===== config.mk =====
export PLATFORM = sky130hd
export DESIGN_NAME = exc_collector_flat
export DESIGN_NICKNAME = d
export VERILOG_FILES = /design/src/rtl/exc_collector_pkg.sv /design/src/rtl/exc_collector_if.sv /design/src/rtl/exc_collector_align_check.sv /design/src/rtl/exc_collector.sv /design/src/flat_wrapper.sv
export SDC_FILE = /design/constraint.sdc
export NUM_CORES = 1
export LEC_CHECK = 0
export ABC_AREA = 1
export BUFFER_PORTS_ARGS = -buffer_cell sky130_fd_sc_hd__buf_2
export CAP_MARGIN = 20
export CORE_MARGIN = 3
export CORE_UTILIZATION = 41
export CTS_CLUSTER_SIZE = 14
export DETAILED_ROUTE_END_ITERATION = 8
export PLACE_DENSITY = 0.76
export SETUP_SLACK_MARGIN = 0.15
export SYNTH_ARGS = -nofsm -noshare
export SYNTH_HDL_FRONTEND = slang
export SYNTH_SLANG_ARGS = --single-unit

===== constraint.sdc =====
create_clock -name clk -period 1.2 [get_ports clk]
set_input_delay 0.18 -clock clk [delete_from_list [all_inputs] [get_ports clk]]
set_output_delay 0.18 -clock clk [all_outputs]
set_load 0.02 [all_outputs]

===== src/rtl/exc_collector_pkg.sv =====
// Shared definitions for the MEM-stage exception collector: excepttype layout,
// CP0 exception codes, load/store op encodings and redirect FSM states.
package exc_collector_pkg;

  localparam int EXCEPTTYPE_WD = 16;
  localparam int PC_WD         = 32;

  // Bit positions inside the CP0 excepttype bus
  localparam int ET_MTC0    = 0;
  localparam int ET_MFC0    = 1;
  localparam int ET_ERET    = 2;
  localparam int ET_RI      = 3;
  localparam int ET_BREAK   = 4;
  localparam int ET_SYSCALL = 5;
  localparam int ET_OV      = 6;
  localparam int ET_ADEL    = 7;
  localparam int ET_ADES    = 8;
  localparam int ET_PC_ADDR = 9;
  localparam int ET_DSLOT   = 10;
  localparam int ET_ADDR_LO = 11;
  localparam int ET_ADDR_HI = 15;

  // MIPS Cause.ExcCode values
  localparam logic [4:0] EXC_CODE_INT  = 5'h00;
  localparam logic [4:0] EXC_CODE_ADEL = 5'h04;
  localparam logic [4:0] EXC_CODE_ADES = 5'h05;
  localparam logic [4:0] EXC_CODE_SYS  = 5'h08;
  localparam logic [4:0] EXC_CODE_BP   = 5'h09;
  localparam logic [4:0] EXC_CODE_RI   = 5'h0a;
  localparam logic [4:0] EXC_CODE_OV   = 5'h0c;

  typedef enum logic [2:0] {
    LS_NONE = 3'b000,
    LS_LW   = 3'b001,
    LS_LH   = 3'b010,
    LS_LB   = 3'b011,
    LS_SW   = 3'b101,
    LS_SH   = 3'b110,
    LS_SB   = 3'b111
  } ls_op_e;

  typedef enum logic {
    ST_IDLE  = 1'b0,
    ST_REDIR = 1'b1
  } state_e;

  typedef struct packed {
    logic pc_addr;
    logic ri;
    logic syscall;
    logic brk;
    logic ov;
    logic adel;
    logic ades;
  } exc_flags_t;

  // Keep only the highest-priority raised exception.
  function automatic exc_flags_t prioritise(input exc_flags_t raw);
    exc_flags_t win;
    win = '0;
    if (raw.pc_addr)      win.pc_addr = 1'b1;
    else if (raw.ri)      win.ri      = 1'b1;
    else if (raw.syscall) win.syscall = 1'b1;
    else if (raw.brk)     win.brk     = 1'b1;
    else if (raw.ov)      win.ov      = 1'b1;
    else if (raw.adel)    win.adel    = 1'b1;
    else if (raw.ades)    win.ades    = 1'b1;
    return win;
  endfunction

  function automatic logic [4:0] exc_code_of(input exc_flags_t win);
    logic [4:0] code;
    code = EXC_CODE_INT;
    if (win.pc_addr || win.adel) code = EXC_CODE_ADEL;
    else if (win.ri)             code = EXC_CODE_RI;
    else if (win.syscall)        code = EXC_CODE_SYS;
    else if (win.brk)            code = EXC_CODE_BP;
    else if (win.ov)             code = EXC_CODE_OV;
    else if (win.ades)           code = EXC_CODE_ADES;
    return code;
  endfunction

endpackage


===== src/rtl/exc_collector_if.sv =====
// MEM-stage / CP0 / IF-redirect signal bundle for the exception collector.
interface exc_collector_if;
  import exc_collector_pkg::*;

  logic                     mem_valid;
  logic                     mem_stall;
  logic [PC_WD-1:0]         mem_pc;
  logic                     mem_in_dslot;
  logic [4:0]               mem_exc_in;
  logic [2:0]               mem_cp0_op;
  logic [4:0]               mem_cp0_addr;
  logic [PC_WD-1:0]         mem_rt_rdata;
  logic [2:0]               mem_ls_op;
  logic [PC_WD-1:0]         mem_addr;
  logic                     cp0_flush;
  logic [PC_WD-1:0]         cp0_new_pc;
  logic                     redirect_ready;
  logic [EXCEPTTYPE_WD-1:0] excepttype;
  logic [PC_WD-1:0]         cur_pc;
  logic [PC_WD-1:0]         bad_addr;
  logic [PC_WD-1:0]         rt_rdata;
  logic                     dmem_kill;
  logic                     flush_o;
  logic                     redirect_valid;
  logic [PC_WD-1:0]         redirect_pc;

  modport master (
    output mem_valid, mem_stall, mem_pc, mem_in_dslot, mem_exc_in,
           mem_cp0_op, mem_cp0_addr, mem_rt_rdata, mem_ls_op, mem_addr,
           cp0_flush, cp0_new_pc, redirect_ready,
    input  excepttype, cur_pc, bad_addr, rt_rdata, dmem_kill,
           flush_o, redirect_valid, redirect_pc
  );

  modport slave (
    input  mem_valid, mem_stall, mem_pc, mem_in_dslot, mem_exc_in,
           mem_cp0_op, mem_cp0_addr, mem_rt_rdata, mem_ls_op, mem_addr,
           cp0_flush, cp0_new_pc, redirect_ready,
    output excepttype, cur_pc, bad_addr, rt_rdata, dmem_kill,
           flush_o, redirect_valid, redirect_pc
  );

endinterface


===== src/rtl/exc_collector_align_check.sv =====
// Data-address alignment check for MEM-stage loads and stores.
module exc_collector_align_check
  import exc_collector_pkg::*;
(
  input  logic [2:0] ls_op,
  input  logic [1:0] addr_lo,
  output logic       adel,
  output logic       ades
);

  // Byte accesses and non-memory ops never fault.
  always_comb begin
    adel = 1'b0;
    ades = 1'b0;
    case (ls_op)
      LS_LW:   adel = (addr_lo != 2'b00);
      LS_LH:   adel = addr_lo[0];
      LS_SW:   ades = (addr_lo != 2'b00);
      LS_SH:   ades = addr_lo[0];
      default: ;
    endcase
  end

endmodule


===== src/rtl/exc_collector.sv =====
// MEM-stage exception collector: prioritises exceptions into the CP0 excepttype
// bus and turns a CP0 flush request into a pipeline flush plus a held IF redirect.
module exc_collector
  import exc_collector_pkg::*;
(
  input  logic           clk,
  input  logic           rst,
  exc_collector_if.slave bus
);

  state_e                   state;
  logic                     adel;
  logic                     ades;
  exc_flags_t               raw_exc;
  exc_flags_t               win_exc;
  logic                     any_exc;
  logic [EXCEPTTYPE_WD-1:0] next_excepttype;
  logic [PC_WD-1:0]         next_bad_addr;

  exc_collector_align_check u_align_check (
    .ls_op   (bus.mem_ls_op),
    .addr_lo (bus.mem_addr[1:0]),
    .adel    (adel),
    .ades    (ades)
  );

  // An empty slot raises nothing; CP0 op bits only survive when nothing faulted.
  always_comb begin
    raw_exc         = '0;
    next_excepttype = '0;
    next_bad_addr   = '0;
    if (bus.mem_valid) begin
      raw_exc.pc_addr = bus.mem_exc_in[4];
      raw_exc.ri      = bus.mem_exc_in[3];
      raw_exc.syscall = bus.mem_exc_in[2];
      raw_exc.brk     = bus.mem_exc_in[1];
      raw_exc.ov      = bus.mem_exc_in[0];
      raw_exc.adel    = adel;
      raw_exc.ades    = ades;
    end
    win_exc = prioritise(raw_exc);
    any_exc = |raw_exc;

    if (bus.mem_valid) begin
      next_excepttype[ET_ADDR_HI:ET_ADDR_LO] = bus.mem_cp0_addr;
      next_excepttype[ET_DSLOT]              = bus.mem_in_dslot;
      next_excepttype[ET_PC_ADDR]            = win_exc.pc_addr;
      next_excepttype[ET_ADES]               = win_exc.ades;
      next_excepttype[ET_ADEL]               = win_exc.adel;
      next_excepttype[ET_OV]                 = win_exc.ov;
      next_excepttype[ET_SYSCALL]            = win_exc.syscall;
      next_excepttype[ET_BREAK]              = win_exc.brk;
      next_excepttype[ET_RI]                 = win_exc.ri;
      if (!any_exc) begin
        next_excepttype[ET_ERET:ET_MTC0] = bus.mem_cp0_op;
      end
    end

    if (win_exc.pc_addr) begin
      next_bad_addr = bus.mem_pc;
    end else if (win_exc.adel || win_exc.ades) begin
      next_bad_addr = bus.mem_addr;
    end
  end

  assign bus.dmem_kill = any_exc || (state != ST_IDLE);

  // A flush request takes precedence over a stall and freezes capture until IF
  // accepts the redirect; ready is only looked at from the first REDIR cycle on.
  always_ff @(posedge clk) begin
    if (rst) begin
      state              <= ST_IDLE;
      bus.excepttype     <= '0;
      bus.cur_pc         <= '0;
      bus.bad_addr       <= '0;
      bus.rt_rdata       <= '0;
      bus.flush_o        <= 1'b0;
      bus.redirect_valid <= 1'b0;
      bus.redirect_pc    <= '0;
    end else begin
      bus.flush_o <= 1'b0;
      case (state)
        ST_IDLE: begin
          if (bus.cp0_flush) begin
            state              <= ST_REDIR;
            bus.flush_o        <= 1'b1;
            bus.redirect_valid <= 1'b1;
            bus.redirect_pc    <= bus.cp0_new_pc;
            bus.excepttype     <= '0;
          end else if (!bus.mem_stall) begin
            bus.excepttype <= next_excepttype;
            bus.cur_pc     <= bus.mem_pc;
            bus.bad_addr   <= next_bad_addr;
            bus.rt_rdata   <= bus.mem_rt_rdata;
          end
        end
        ST_REDIR: begin
          if (bus.redirect_ready) begin
            state              <= ST_IDLE;
            bus.redirect_valid <= 1'b0;
          end
        end
        default: state <= ST_IDLE;
      endcase
    end
  end

endmodule


===== src/flat_wrapper.sv =====
// flat-port wrapper written by rule: the top's interface ports become plain ports
module exc_collector_flat import exc_collector_pkg::*;
  (clk, rst, bus_mem_valid, bus_mem_stall, bus_mem_pc, bus_mem_in_dslot, bus_mem_exc_in, bus_mem_cp0_op, bus_mem_cp0_addr, bus_mem_rt_rdata, bus_mem_ls_op, bus_mem_addr, bus_cp0_flush, bus_cp0_new_pc, bus_redirect_ready, bus_excepttype, bus_cur_pc, bus_bad_addr, bus_rt_rdata, bus_dmem_kill, bus_flush_o, bus_redirect_valid, bus_redirect_pc);
  exc_collector_if bus_i ();
  input  logic clk;
  input  logic rst;
  input wire logic [$bits(bus_i.mem_valid)-1:0] bus_mem_valid;
  input wire logic [$bits(bus_i.mem_stall)-1:0] bus_mem_stall;
  input wire logic [$bits(bus_i.mem_pc)-1:0] bus_mem_pc;
  input wire logic [$bits(bus_i.mem_in_dslot)-1:0] bus_mem_in_dslot;
  input wire logic [$bits(bus_i.mem_exc_in)-1:0] bus_mem_exc_in;
  input wire logic [$bits(bus_i.mem_cp0_op)-1:0] bus_mem_cp0_op;
  input wire logic [$bits(bus_i.mem_cp0_addr)-1:0] bus_mem_cp0_addr;
  input wire logic [$bits(bus_i.mem_rt_rdata)-1:0] bus_mem_rt_rdata;
  input wire logic [$bits(bus_i.mem_ls_op)-1:0] bus_mem_ls_op;
  input wire logic [$bits(bus_i.mem_addr)-1:0] bus_mem_addr;
  input wire logic [$bits(bus_i.cp0_flush)-1:0] bus_cp0_flush;
  input wire logic [$bits(bus_i.cp0_new_pc)-1:0] bus_cp0_new_pc;
  input wire logic [$bits(bus_i.redirect_ready)-1:0] bus_redirect_ready;
  output wire logic [$bits(bus_i.excepttype)-1:0] bus_excepttype;
  output wire logic [$bits(bus_i.cur_pc)-1:0] bus_cur_pc;
  output wire logic [$bits(bus_i.bad_addr)-1:0] bus_bad_addr;
  output wire logic [$bits(bus_i.rt_rdata)-1:0] bus_rt_rdata;
  output wire logic [$bits(bus_i.dmem_kill)-1:0] bus_dmem_kill;
  output wire logic [$bits(bus_i.flush_o)-1:0] bus_flush_o;
  output wire logic [$bits(bus_i.redirect_valid)-1:0] bus_redirect_valid;
  output wire logic [$bits(bus_i.redirect_pc)-1:0] bus_redirect_pc;
  assign bus_i.mem_valid = bus_mem_valid;
  assign bus_i.mem_stall = bus_mem_stall;
  assign bus_i.mem_pc = bus_mem_pc;
  assign bus_i.mem_in_dslot = bus_mem_in_dslot;
  assign bus_i.mem_exc_in = bus_mem_exc_in;
  assign bus_i.mem_cp0_op = bus_mem_cp0_op;
  assign bus_i.mem_cp0_addr = bus_mem_cp0_addr;
  assign bus_i.mem_rt_rdata = bus_mem_rt_rdata;
  assign bus_i.mem_ls_op = bus_mem_ls_op;
  assign bus_i.mem_addr = bus_mem_addr;
  assign bus_i.cp0_flush = bus_cp0_flush;
  assign bus_i.cp0_new_pc = bus_cp0_new_pc;
  assign bus_i.redirect_ready = bus_redirect_ready;
  assign bus_excepttype = bus_i.excepttype;
  assign bus_cur_pc = bus_i.cur_pc;
  assign bus_bad_addr = bus_i.bad_addr;
  assign bus_rt_rdata = bus_i.rt_rdata;
  assign bus_dmem_kill = bus_i.dmem_kill;
  assign bus_flush_o = bus_i.flush_o;
  assign bus_redirect_valid = bus_i.redirect_valid;
  assign bus_redirect_pc = bus_i.redirect_pc;
  exc_collector u_core (.clk(clk), .rst(rst), .bus(bus_i));
endmodule

==> impl_metrics.csv, run 1 <==
group,metric,value,unit
status,status,"complete, but fails checks",
status,violations,"negative setup slack",
placed_design,dp.cells,1189,
yosys,synth_xor_area_frac,0,
power,p_per_area,1270,mW/mm2
setup_path,crit_arrival,1.90,ns
power,p_switching,4.18,mW
setup_path,critPathLaunchType,"flop",
clock_tree,clock-sinks,147,
run,maxCapViolCount,0,
route,num_vias,7558,
yosys,synth_largest_area_cell,"dfxtp_1",
yosys,synthCells,744,
setup_path,critical_path_class,"flop to flop",
yosys,yosys.area_share.simple,0.240,
placed_design,preCtsSetupSlack,-0.113,ns
setup_path,rr_worst_depth,8,
route,drt-total-wl,29.3,mm
die,die_area,0.0155,mm2
clock_tree,htree_num_levels,4,
placed_design,gp_congestion,0.831,
die,rows,42,
yosys,yosys-top-cells-count,"nor2_1 (231), dfxtp_1 (147), o21ai_0 (95)",
die,die_w,124,um
route,ant_nets,0,
clock_tree,clkLatencyLatePin,0.42,ns
route,drc,0,
setup_path,max_stage_delay,0.37,ns
yosys,syn_nets,895,
setup_path,required,1.50,ns
yosys,synth_area,0.00576,mm2
die,coreArea,0.0135,mm2
route,drt-initial-drc-count,678,
global_route,grt_pass1_wl,35.8,mm
global_route,overflow,0,
route,drt_first_pass_iters,6,
power,ir_worst_vdd,0.000967,V
min_path,worst_hold_startpoint,"bus_mem_pc[7]",
yosys,synth_ff_type,"dfxtp_1",
setup_path,cpMostUsedCell,"buf_6",
min_path,whs_endpoint,"u_core.bus.cur_pc[7]$_SDFFE_PP0P_",
power,power,14.4,mW
min_path,worstHoldPathCells,3,
placed_design,dp_hpwl,13.1,mm
power,sw_frac_of_total,0.291,
sta,max_slew.worst_pin.slew,0.588,ns
global_route,globalRouteTotalUtil,0.285,
yosys,synth-adder-area-share,0,
power,clkPwrFrac,0.383,
sta,setup_violations,146,
setup_path,critPathMaxFanout,9,
yosys,synth_top_area_share,0.511,
clock_tree,clkTransAtPathRegs,0.07,ns
yosys,synthDistinctLibCells,25,
route,routed_via_density,5.64,
setup_path,rrSetupSlack,-0.40,ns
power,leakagePower,5.03,nW
clock_tree,cts_buffer_depth,2,
power,p_int,10.2,mW
setup_path,r2r_start,"u_core.state$_SDFF_PP0_",
sta,rsz0062_at_grt,"yes",
min_path,holdCritPathClass,"input pin to flop",
finish,fin_cells,1339,
setup_path,reg2reg_to,"u_core.bus.redirect_pc[19]$_SDFFE_PP0P_",
route,routedWlPerCell,21.9,um
sta,fin_crit_sh,1.33,
yosys,synth_top_family_by_area,"simple AND/OR/NAND/NOR gates",
die,ios,298,
die,die_height,124,um
setup_path,cp_top_family,"buffers and inverters",
finish,area_growth,97.2,%
setup_path,path_cells,"inv_2 -> buf_6 -> buf_6 -> nand2_8 -> buf_6 -> buf_8 -> o21ai_0 -> nor2_1",
power,comb_power_share,0.236,
sta,min_period,1.60,ns
yosys,synth_edf_count,0,
placed_design,io_buffers,297,
die,start_util,0.426,
global_route,first_global_vias,6728,
yosys,ys_ff_latch,147,
setup_path,crit_start,"u_core.state$_SDFF_PP0_",
clock_tree,cts_buffers,17,
finish,nNetsFinal,1300,
sta,finClkSkew,0.00932,ns
yosys,synth.mux.area_fraction,0,
sta,maxSlewHeadroom,0.608,
sta,drv_slew,0,
yosys,synthMostInstantiatedCell,"nor2_1",
yosys,ys_top_cells_by_area,"dfxtp_1 (51%), nor2_1 (15%), o21ai_0 (8.3%)",
yosys,async_reset_ff_frac,0,
clock_tree,cts-root-buf,"clkbuf_16",
sta,timing.final.ws_setup,-0.399,ns
global_route,antenna_found_initial,2,
clock_tree,cts_tree,"done",
yosys,yosysSeqAreaShare,0.511,
yosys,synth-compound-area-share,0.169,
setup_path,path_buf_inv,5,
global_route,grt_max_degree,53,
yosys,avgSynthCellArea,7.74,um2
setup_path,slowest_stage,"dfxtp_4",
yosys,yosys_warnings,0,
setup_path,end_kind,"flop",
sta,hold_viol,0,
power,pwr-share-seq,0.381,
finish,layout-drive-gt1-share,0.614,
sta,fmax,0.625,GHz
## final cells by class
type | count | area [um2]
timing repair buffer | 441 | 4120
sequential | 147 | 3140
multi-input combinational | 498 | 3060
fill | 692 | 2150
clock buffer | 21 | 460
tap | 176 | 220
inverter | 43 | 195
clock inverter | 10 | 133
timing repair inverter | 1 | 16.3
antenna | 2 | 5.00
## how the worst max path moves through the flow
stage / cells after the start / slack (ns) / endpoint
after floorplan: 6 / 0.08 / u_core.bus.bad_addr[31]$_SDFFE_PP0P_
after global placement: 7 / -0.07 / u_core.bus.bad_addr[10]$_SDFFE_PP0P_
after detailed placement: 7 / -0.11 / u_core.bus.bad_addr[21]$_SDFFE_PP0P_
after CTS: 4 / -0.14 / bus_dmem_kill
after global routing: 8 / -0.41 / u_core.bus.redirect_pc[19]$_SDFFE_PP0P_
final: 8 / -0.40 / u_core.bus.redirect_pc[19]$_SDFFE_PP0P_
## placed cells by master (no fill, tap or decap), types with 2 or more instances in the layout
| cell type | netlist | layout |
|---|---|---|
| buf_2 | 22 | 155 |
| buf_6 | 5 | 147 |
| nor2_1 | 231 | 142 |
| dfxtp_2 | 0 | 121 |
| buf_4 | 5 | 57 |
| nor2_4 | 2 | 51 |
| o21ai_1 | 2 | 47 |
| dlygate4sd3_1 | 0 | 44 |
| a21oi_1 | 48 | 43 |
| nor2_2 | 1 | 41 |
| inv_1 | 41 | 39 |
| nand4_1 | 38 | 38 |
| nand2_1 | 35 | 32 |
| o21ai_2 | 1 | 29 |
| a22oi_1 | 31 | 22 |
| clkbuf_16 | 0 | 22 |
| buf_12 | 0 | 22 |
| o21ai_0 | 95 | 19 |
| dfxtp_1 | 147 | 13 |
| dfxtp_4 | 0 | 13 |
| a22oi_2 | 0 | 9 |
| buf_16 | 0 | 7 |
| a21oi_2 | 0 | 5 |
| clkinv_2 | 0 | 5 |
| nand3_1 | 5 | 4 |
| buf_8 | 0 | 4 |
| nand2_8 | 2 | 3 |
| nand2_2 | 1 | 3 |
| o21ai_4 | 0 | 3 |
| bufinv_16 | 0 | 3 |
| diode_2 | 0 | 2 |
| inv_2 | 2 | 2 |
| nand3_2 | 1 | 2 |
| clkbuf_1 | 25 | 2 |
| clkinv_4 | 0 | 2 |
| clkbuf_8 | 0 | 2 |
## power groups by stage
stage | logic (mW) | clock network [mW] | registers [mW]
2_1_floorplan | 0.813 | 0 | 5.72
4_1_cts | 2.55 | 5.41 | 5.35
3_3_place_gp | 1.95 | 0 | 5.38
5_1_grt | 3.54 | 5.71 | 5.49
6_report | 3.39 | 5.51 | 5.47
3_5_place_dp | 1.96 | 0 | 5.39
## cell families after synthesis
group	after synthesis
AND/OR/NAND/NOR	319
AO/OA/AOI/OAI	178
flip-flops	147
buffers and inverters	100
## repair_timing
| action | CTS | global route |
|---|---|---|
| hold buffers | 44 | 0 |
| gates resized for setup | 313 | 377 |
| pin swaps | 16 | 60 |
| endpoints found under the setup margin | 292 | 293 |
| hold endpoints to repair | 44 | 0 |
| gates cloned | 7 | 7 |
| buffers inserted | 18 | 41 |
## through the flow
step                      instance area, um2  hold slack [ns]  utilization  setup TNS, ns
after CTS                               9780          0.00130        0.724          -9.38
after detailed placement                7600            0.422        0.563          -3.18
after floorplan                         5890            0.323            -              0
final                                  11400           0.0332        0.841         -18.45
after global placement                  7600            0.413        0.563          -1.77
after global routing                   11400           0.0372        0.841         -26.05
## metal layers
layer  wire length, um  up-vias  share of wire  GRT usage
met2             14300      605           0.49      0.491
met3              3040      176           0.10     0.0849
li1                  -     3292              -          -
met4              2000        0          0.068      0.153
met1              9990     3485           0.34      0.315
met5                 0        -              0          0
## tightest hold or removal path, stage by stage
cell     delay, ns
buf_2         0.09
o21ai_1       0.06
nor2_1        0.08
## sequential cells by signal, summed over array words and instances (netlist names)
name,flops
u_core.bus.redirect_pc,32
u_core.bus.rt_rdata,32
u_core.bus.flush_o,1
u_core.bus.redirect_valid,1
u_core.bus.excepttype,16
u_core.bus.bad_addr,32
u_core.state,1
u_core.bus.cur_pc,32
(Power assumes the default switching activity.)
==> run 2: changes to the inputs <==
--- a/config.mk
+++ b/config.mk
@@ -12,7 +12,7 @@
 export CORE_UTILIZATION = 41
 export CTS_CLUSTER_SIZE = 14
 export DETAILED_ROUTE_END_ITERATION = 8
-export PLACE_DENSITY = 0.76
+export PLACE_DENSITY = 0.74
 export SETUP_SLACK_MARGIN = 0.15
 export SYNTH_ARGS = -nofsm -noshare
 export SYNTH_HDL_FRONTEND = slang
==> run 2 against run 1 <==
Against the previous run:
- the run still ends with negative setup slack left
- final cell count is 3.7% lower
- via count fell by 8.4%
- count of clock-buffer cells in the layout decreased by 3
- clock skew down 0.0035 ns
- worst setup slack improved by 0.13 ns
- flip-flop and latch count stayed put
- combinational power down 16%
- sequential share of layout area rose by 1.7 points
- worst hold slack worse by 0.027 ns
- non-clock buffer count shrank 47
- critical path type unchanged
- largest cell class unchanged
- highest routed layer is now met5
==> impl_metrics.csv, run 2 (same netlist as run 1, synthesis figures left out) <==
group,metric,value,unit
global_route,use_met2,0.415,
setup_path,max_stage_delay,0.32,ns
global_route,met1_usage,0.282,
finish,nNetsFinal,1253,
placed_design,dp_hpwl,13.2,mm
sta,hold_viol,0,
route,drt-total-wl,24.4,mm
die,ios,298,
die,die_w,124,um
finish,final_common_cell,"buf_2",
status,status,"complete, but fails checks",
placed_design,preCtsSetupSlack,-0.112,ns
sta,min_period,1.47,ns
setup_path,path_buf_inv,2,
route,ant_nets,0,
sta,fin_setup_tns,-15.12,ns
setup_path,end_kind,"flop",
setup_path,crit_arrival,1.80,ns
sta,finClkSkew,0.00579,ns
finish,layout_common_cells,"buf_2 (206), nor2_1 (155), buf_6 (87)",
route,routedWlPerCell,18.9,um
sta,fmax,0.681,GHz
setup_path,path_cells,"buf_6 -> nor2_4 -> nand2_8 -> nor2_8 -> clkbuf_16 -> nand4_1 -> a21oi_1",
sta,fin_crit_sh,1.22,
power,p_per_area,1350,mW/mm2
clock_tree,htree_num_levels,4,
setup_path,slowest_stage,"dfxtp_2",
min_path,holdCritPathClass,"input pin to flop",
setup_path,rrSetupSlack,-0.27,ns
power,leakagePower,4.69,nW
setup_path,required,1.53,ns
global_route,first_global_vias,5920,
sta,max_slew.worst_pin.slew,0.722,ns
route,num_vias,6920,
finish,diodes,0,
sta,setup_violations,125,
die,rows,42,
clock_tree,clock-sinks,147,
global_route,grt_max_degree,49,
die,die_area,0.0155,mm2
clock_tree,cts_buffers,17,
clock_tree,cts_buffer_depth,2,
global_route,use_met3,0.0725,
die,start_util,0.426,
finish,layout-drive-gt1-share,0.552,
route,routed_via_density,5.36,
clock_tree,clkLatencyLatePin,0.41,ns
sta,drv_slew,0,
clock_tree,clkTransAtPathRegs,0.06,ns
sta,maxSlewHeadroom,0.518,
finish,final_util,0.767,
clock_tree,cts-root-buf,"clkbuf_16",
global_route,overflow,0,
setup_path,critical_path_class,"flop to flop",
global_route,busiest_layer,"met2",
setup_path,critPathLaunchType,"flop",
setup_path,cp_top_family,"simple AND/OR/NAND/NOR gates",
route,drc,0,
die,die_height,124,um
finish,area_growth,79.9,%
route,drt-initial-drc-count,449,
route,drt_first_pass_iters,5,
placed_design,dp.cells,1190,
global_route,globalRouteTotalUtil,0.240,
sta,timing.final.ws_setup,-0.268,ns
die,coreArea,0.0135,mm2
clock_tree,cts_tree,"done",
finish,fin_cells,1290,
global_route,antenna_found_initial,1,
run,maxCapViolCount,0,
sta,rsz0062_at_grt,"yes",
placed_design,io_buffers,297,
placed_design,gp_congestion,0.824,
setup_path,critPathMaxFanout,14,
global_route,grt_pass1_wl,30.3,mm
status,violations,"negative setup slack",
power,ir_worst_vdd,0.00144,V
-- run 2: changes by cell type in the layout (fill, tap and decap cells not counted), moves of 11 or more --
| cell | delta |
|---|---|
| dfxtp_2 | -49 |
| nor2_4 | -15 |
| buf_6 | -60 |
| nor2_1 | +13 |
| dfxtp_4 | -11 |
| dlygate4sd3_1 | -23 |
| buf_2 | +51 |
| dfxtp_1 | +60 |
-- run 2: tightest hold or removal path, stage by stage --
cell	delay, ns
buf_2	0.08
o21ai_1	0.06
nor2_1	0.07
-- run 2: layout make-up --
cell class / count / area [um2]
timing repair buffer: 394 / 3280
fill: 887 / 3150
tap: 176 / 220
clock inverter: 13 / 183
inverter: 43 / 203
sequential: 147 / 3040
multi-input combinational: 497 / 2950
clock buffer: 18 / 439
timing repair inverter: 2 / 32.5
-- run 2: worst paths after layout --
| check | from | to | cells past startpoint |
|---|---|---|---|
| worst min register to register | u_core.bus.excepttype[3]$_SDFFE_PP0P_ | u_core.bus.excepttype[3]$_SDFFE_PP0P_ | 2 |
| worst min-delay path | bus_cp0_new_pc[3] | u_core.bus.redirect_pc[3]$_SDFFE_PP0P_ | 3 |
| worst max register to register | u_core.state$_SDFF_PP0_ | u_core.bus.bad_addr[15]$_SDFFE_PP0P_ | 7 |
| worst max-delay path | u_core.state$_SDFF_PP0_ | u_core.bus.bad_addr[15]$_SDFFE_PP0P_ | 7 |
-- run 2: layer usage --
| layer | vias to the layer above | part of all wire |
|---|---|---|
| li1 | 3178 | - |
| met1 | 3279 | 0.37 |
| met2 | 383 | 0.52 |
| met3 | 78 | 0.073 |
| met4 | 2 | 0.036 |
| met5 | - | 0.00029 |
-- run 2: metrics by stage --
| stage | hold WS [ns] | cell area, um2 | power (mW) |
|---|---|---|---|
| after floorplan | 0.323 | 5890 | 6.53 |
| after global placement | 0.413 | 7600 | 7.31 |
| after detailed placement | 0.421 | 7600 | 7.33 |
| after CTS | 0.000459 | 8620 | 13.1 |
| after global routing | 0.00526 | 10400 | 14.4 |
| final | 0.00653 | 10400 | 13.9 |
-- run 2: what timing repair did --
action,CTS,global route
resized for setup,56,431
hold buffers,21,0
hold endpoints to repair,21,0
setup buffers,2,31
endpoints found under the setup margin,292,292
gates cloned,1,14
pin swaps,3,49
-- run 2: where the power goes --
| part | total, mW | switching [mW] | internal (mW) |
|---|---|---|---|
| clock | 5.69 | 2.17 | 3.52 |
| combinational | 2.86 | 1.54 | 1.31 |
| sequential | 5.40 | 0.222 | 5.18 |
==> run 3: changes to the inputs <==
==> constraint.sdc (replaced) <==
create_clock -name clk -period 1.2 [get_ports clk]
set_input_delay 0.18 -clock clk [delete_from_list [all_inputs] [get_ports clk]]
set_output_delay 0.18 -clock clk [all_outputs]
set_load 0.005 [all_outputs]
==> run 3 against run 2 <==
Against the previous run:
- the run still ends with negative setup slack left
- total power shrank 6.8%
- largest power group is now sequential cells
- wire length shrank 2.4%
- worst hold slack lost 0.0022 ns
- flip-flop and latch count is the same
- non-clock buffer count grew 19
- global-route usage grew 1.1 points
- largest cell class unchanged
- final cell count grew 1.6%
==> impl_metrics.csv, run 3 (same netlist as run 1, synthesis figures left out) <==
group,metric,value,unit
status,status,"complete, but fails checks",
status,violations,"negative setup slack",
setup_path,critPathLaunchType,"flop",
placed_design,gp_congestion,0.846,
sta,hold_viol,0,
finish,fillers,902,
sta,min_period,1.41,ns
route,ant_nets,0,
route,num_vias,6956,
power,p_per_area,1280,mW/mm2
route,routed_via_density,5.31,
clock_tree,cts_tree,"done",
sta,timing.final.ws_setup,-0.214,ns
setup_path,required,1.54,ns
setup_path,path_cells,"nor2_4 -> nand2_8 -> nor2_4 -> clkbuf_16 -> a22oi_1 -> a21oi_1",
global_route,grt_pass1_wl,31.6,mm
die,coreArea,0.0135,mm2
finish,layout_common_cells,"buf_2 (228), nor2_1 (183), dfxtp_2 (117)",
route,drt-initial-drc-count,507,
power,power,13.0,mW
clock_tree,clkTransAtPathRegs,0.06,ns
placed_design,dp_hpwl,13.5,mm
placed_design,io_buffers,297,
run,maxCapViolCount,0,
global_route,first_global_vias,6246,
die,rows,42,
global_route,antenna_found_initial,2,
route,drt-total-wl,23.8,mm
setup_path,critPathMaxFanout,15,
route,routedWlPerCell,18.2,um
setup_path,crit_arrival,1.76,ns
sta,fmax,0.707,GHz
die,ios,298,
finish,nNetsFinal,1270,
setup_path,cpMostUsedCell,"nor2_4",
finish,final_util,0.754,
die,die_height,124,um
die,die_area,0.0155,mm2
setup_path,max_stage_delay,0.36,ns
clock_tree,cts-root-buf,"clkbuf_16",
global_route,overflow,0,
sta,drv_slew,0,
sta,maxSlewHeadroom,0.620,
die,die_w,124,um
clock_tree,htree_num_levels,4,
route,drc,0,
clock_tree,clkLatencyLatePin,0.42,ns
min_path,holdCritPathClass,"input pin to flop",
clock_tree,clock-sinks,147,
setup_path,slowest_stage,"dfxtp_4",
global_route,globalRouteTotalUtil,0.251,
finish,layout-drive-gt1-share,0.562,
power,ir_worst_vdd,0.00101,V
sta,finClkSkew,0.0129,ns
clock_tree,cts_buffers,17,
clock_tree,cts_buffer_depth,2,
sta,max_slew.worst_pin.slew,0.571,ns
finish,ff_latch_area,0.00310,mm2
placed_design,preCtsSetupSlack,-0.106,ns
sta,fin_crit_sh,1.18,
global_route,grt_max_degree,49,
finish,final_common_cell,"buf_2",
setup_path,critical_path_class,"flop to flop",
sta,setup_violations,108,
die,start_util,0.426,
route,drt_first_pass_iters,7,
power,leakagePower,4.70,nW
setup_path,end_kind,"flop",
sta,rsz0062_at_grt,"yes",
finish,multi_input_area,0.00276,mm2
finish,area_growth,76.9,%
## run 3: cell types whose count changed in the layout (fill, tap and decap cells not counted), sizes merged, moves of 2 or more
cell,delta
bufinv,-3
clkinv,-3
dlygate4sd3,+4
buf,+18
diode,+2
## run 3: routing by layer
metal / track usage / routed length [um] / vias to the layer above
met5: 0 / 0 / -
met4: 0.116 / 1060 / 0
met3: 0.0772 / 1920 / 86
met2: 0.425 / 12000 / 398
met1: 0.290 / 8800 / 3242
li1: - / - / 3230
## run 3: worst paths after layout
check,slack [ns],to,cells past startpoint,from
min reg2reg,0.46,u_core.bus.excepttype[6]$_SDFFE_PP0P_,2,u_core.bus.excepttype[6]$_SDFFE_PP0P_
min,0.004,u_core.bus.redirect_pc[7]$_SDFFE_PP0P_,3,bus_cp0_new_pc[7]
max reg2reg,-0.21,u_core.bus.bad_addr[2]$_SDFFE_PP0P_,6,u_core.state$_SDFF_PP0_
max,-0.21,u_core.bus.bad_addr[2]$_SDFFE_PP0P_,6,u_core.state$_SDFF_PP0_
## run 3: layout make-up
type,instances,share of cell area
repair buffers,413,0.327
flip-flops and latches,147,0.304
multi-input cells,497,0.271
clock buffers,22,0.0476
well taps,176,0.0216
inverters,43,0.0184
clock inverters,10,0.00983
diodes,2,0.000492
## run 3: power by group
| part | switching [mW] | internal [mW] | leakage (nW) |
|---|---|---|---|
| combinational | 1.19 | 1.23 | 3.17 |
| clock | 2.12 | 3.08 | 0.275 |
| sequential | 0.186 | 5.19 | 1.25 |
## run 3: worst max-delay path, delay by kind of cell (launching register included)
family,cells,cell delay (ns)
compound gates,2,0.24
buf+inv,1,0.25
flops,1,0.36
simple gates,3,0.49
## run 3: metrics by stage
step | hold slack (ns) | TNS [ns] | instances | area (um2)
final | 0.00431 | -12.51 | 1310 | 10200
after global routing | 0.000801 | -20.50 | 1310 | 10200
after CTS | 0.000303 | -8.07 | 1270 | 9030
after detailed placement | 0.423 | -5.76 | 1192 | 7610
after global placement | 0.413 | -2.38 | 1192 | 7610
after floorplan | 0.323 | 0 | 744 | 5880
## run 3: timing repair
| item | in CTS | in global routing |
|---|---|---|
| buffers inserted | 20 | 28 |
| endpoints found under the setup margin | 274 | 291 |
| gates cloned | 4 | 7 |
| endpoints found under the hold margin | 22 | 3 |
| hold buffers | 22 | 3 |
| pin swaps | 20 | 33 |
| gates resized for setup | 118 | 249 |
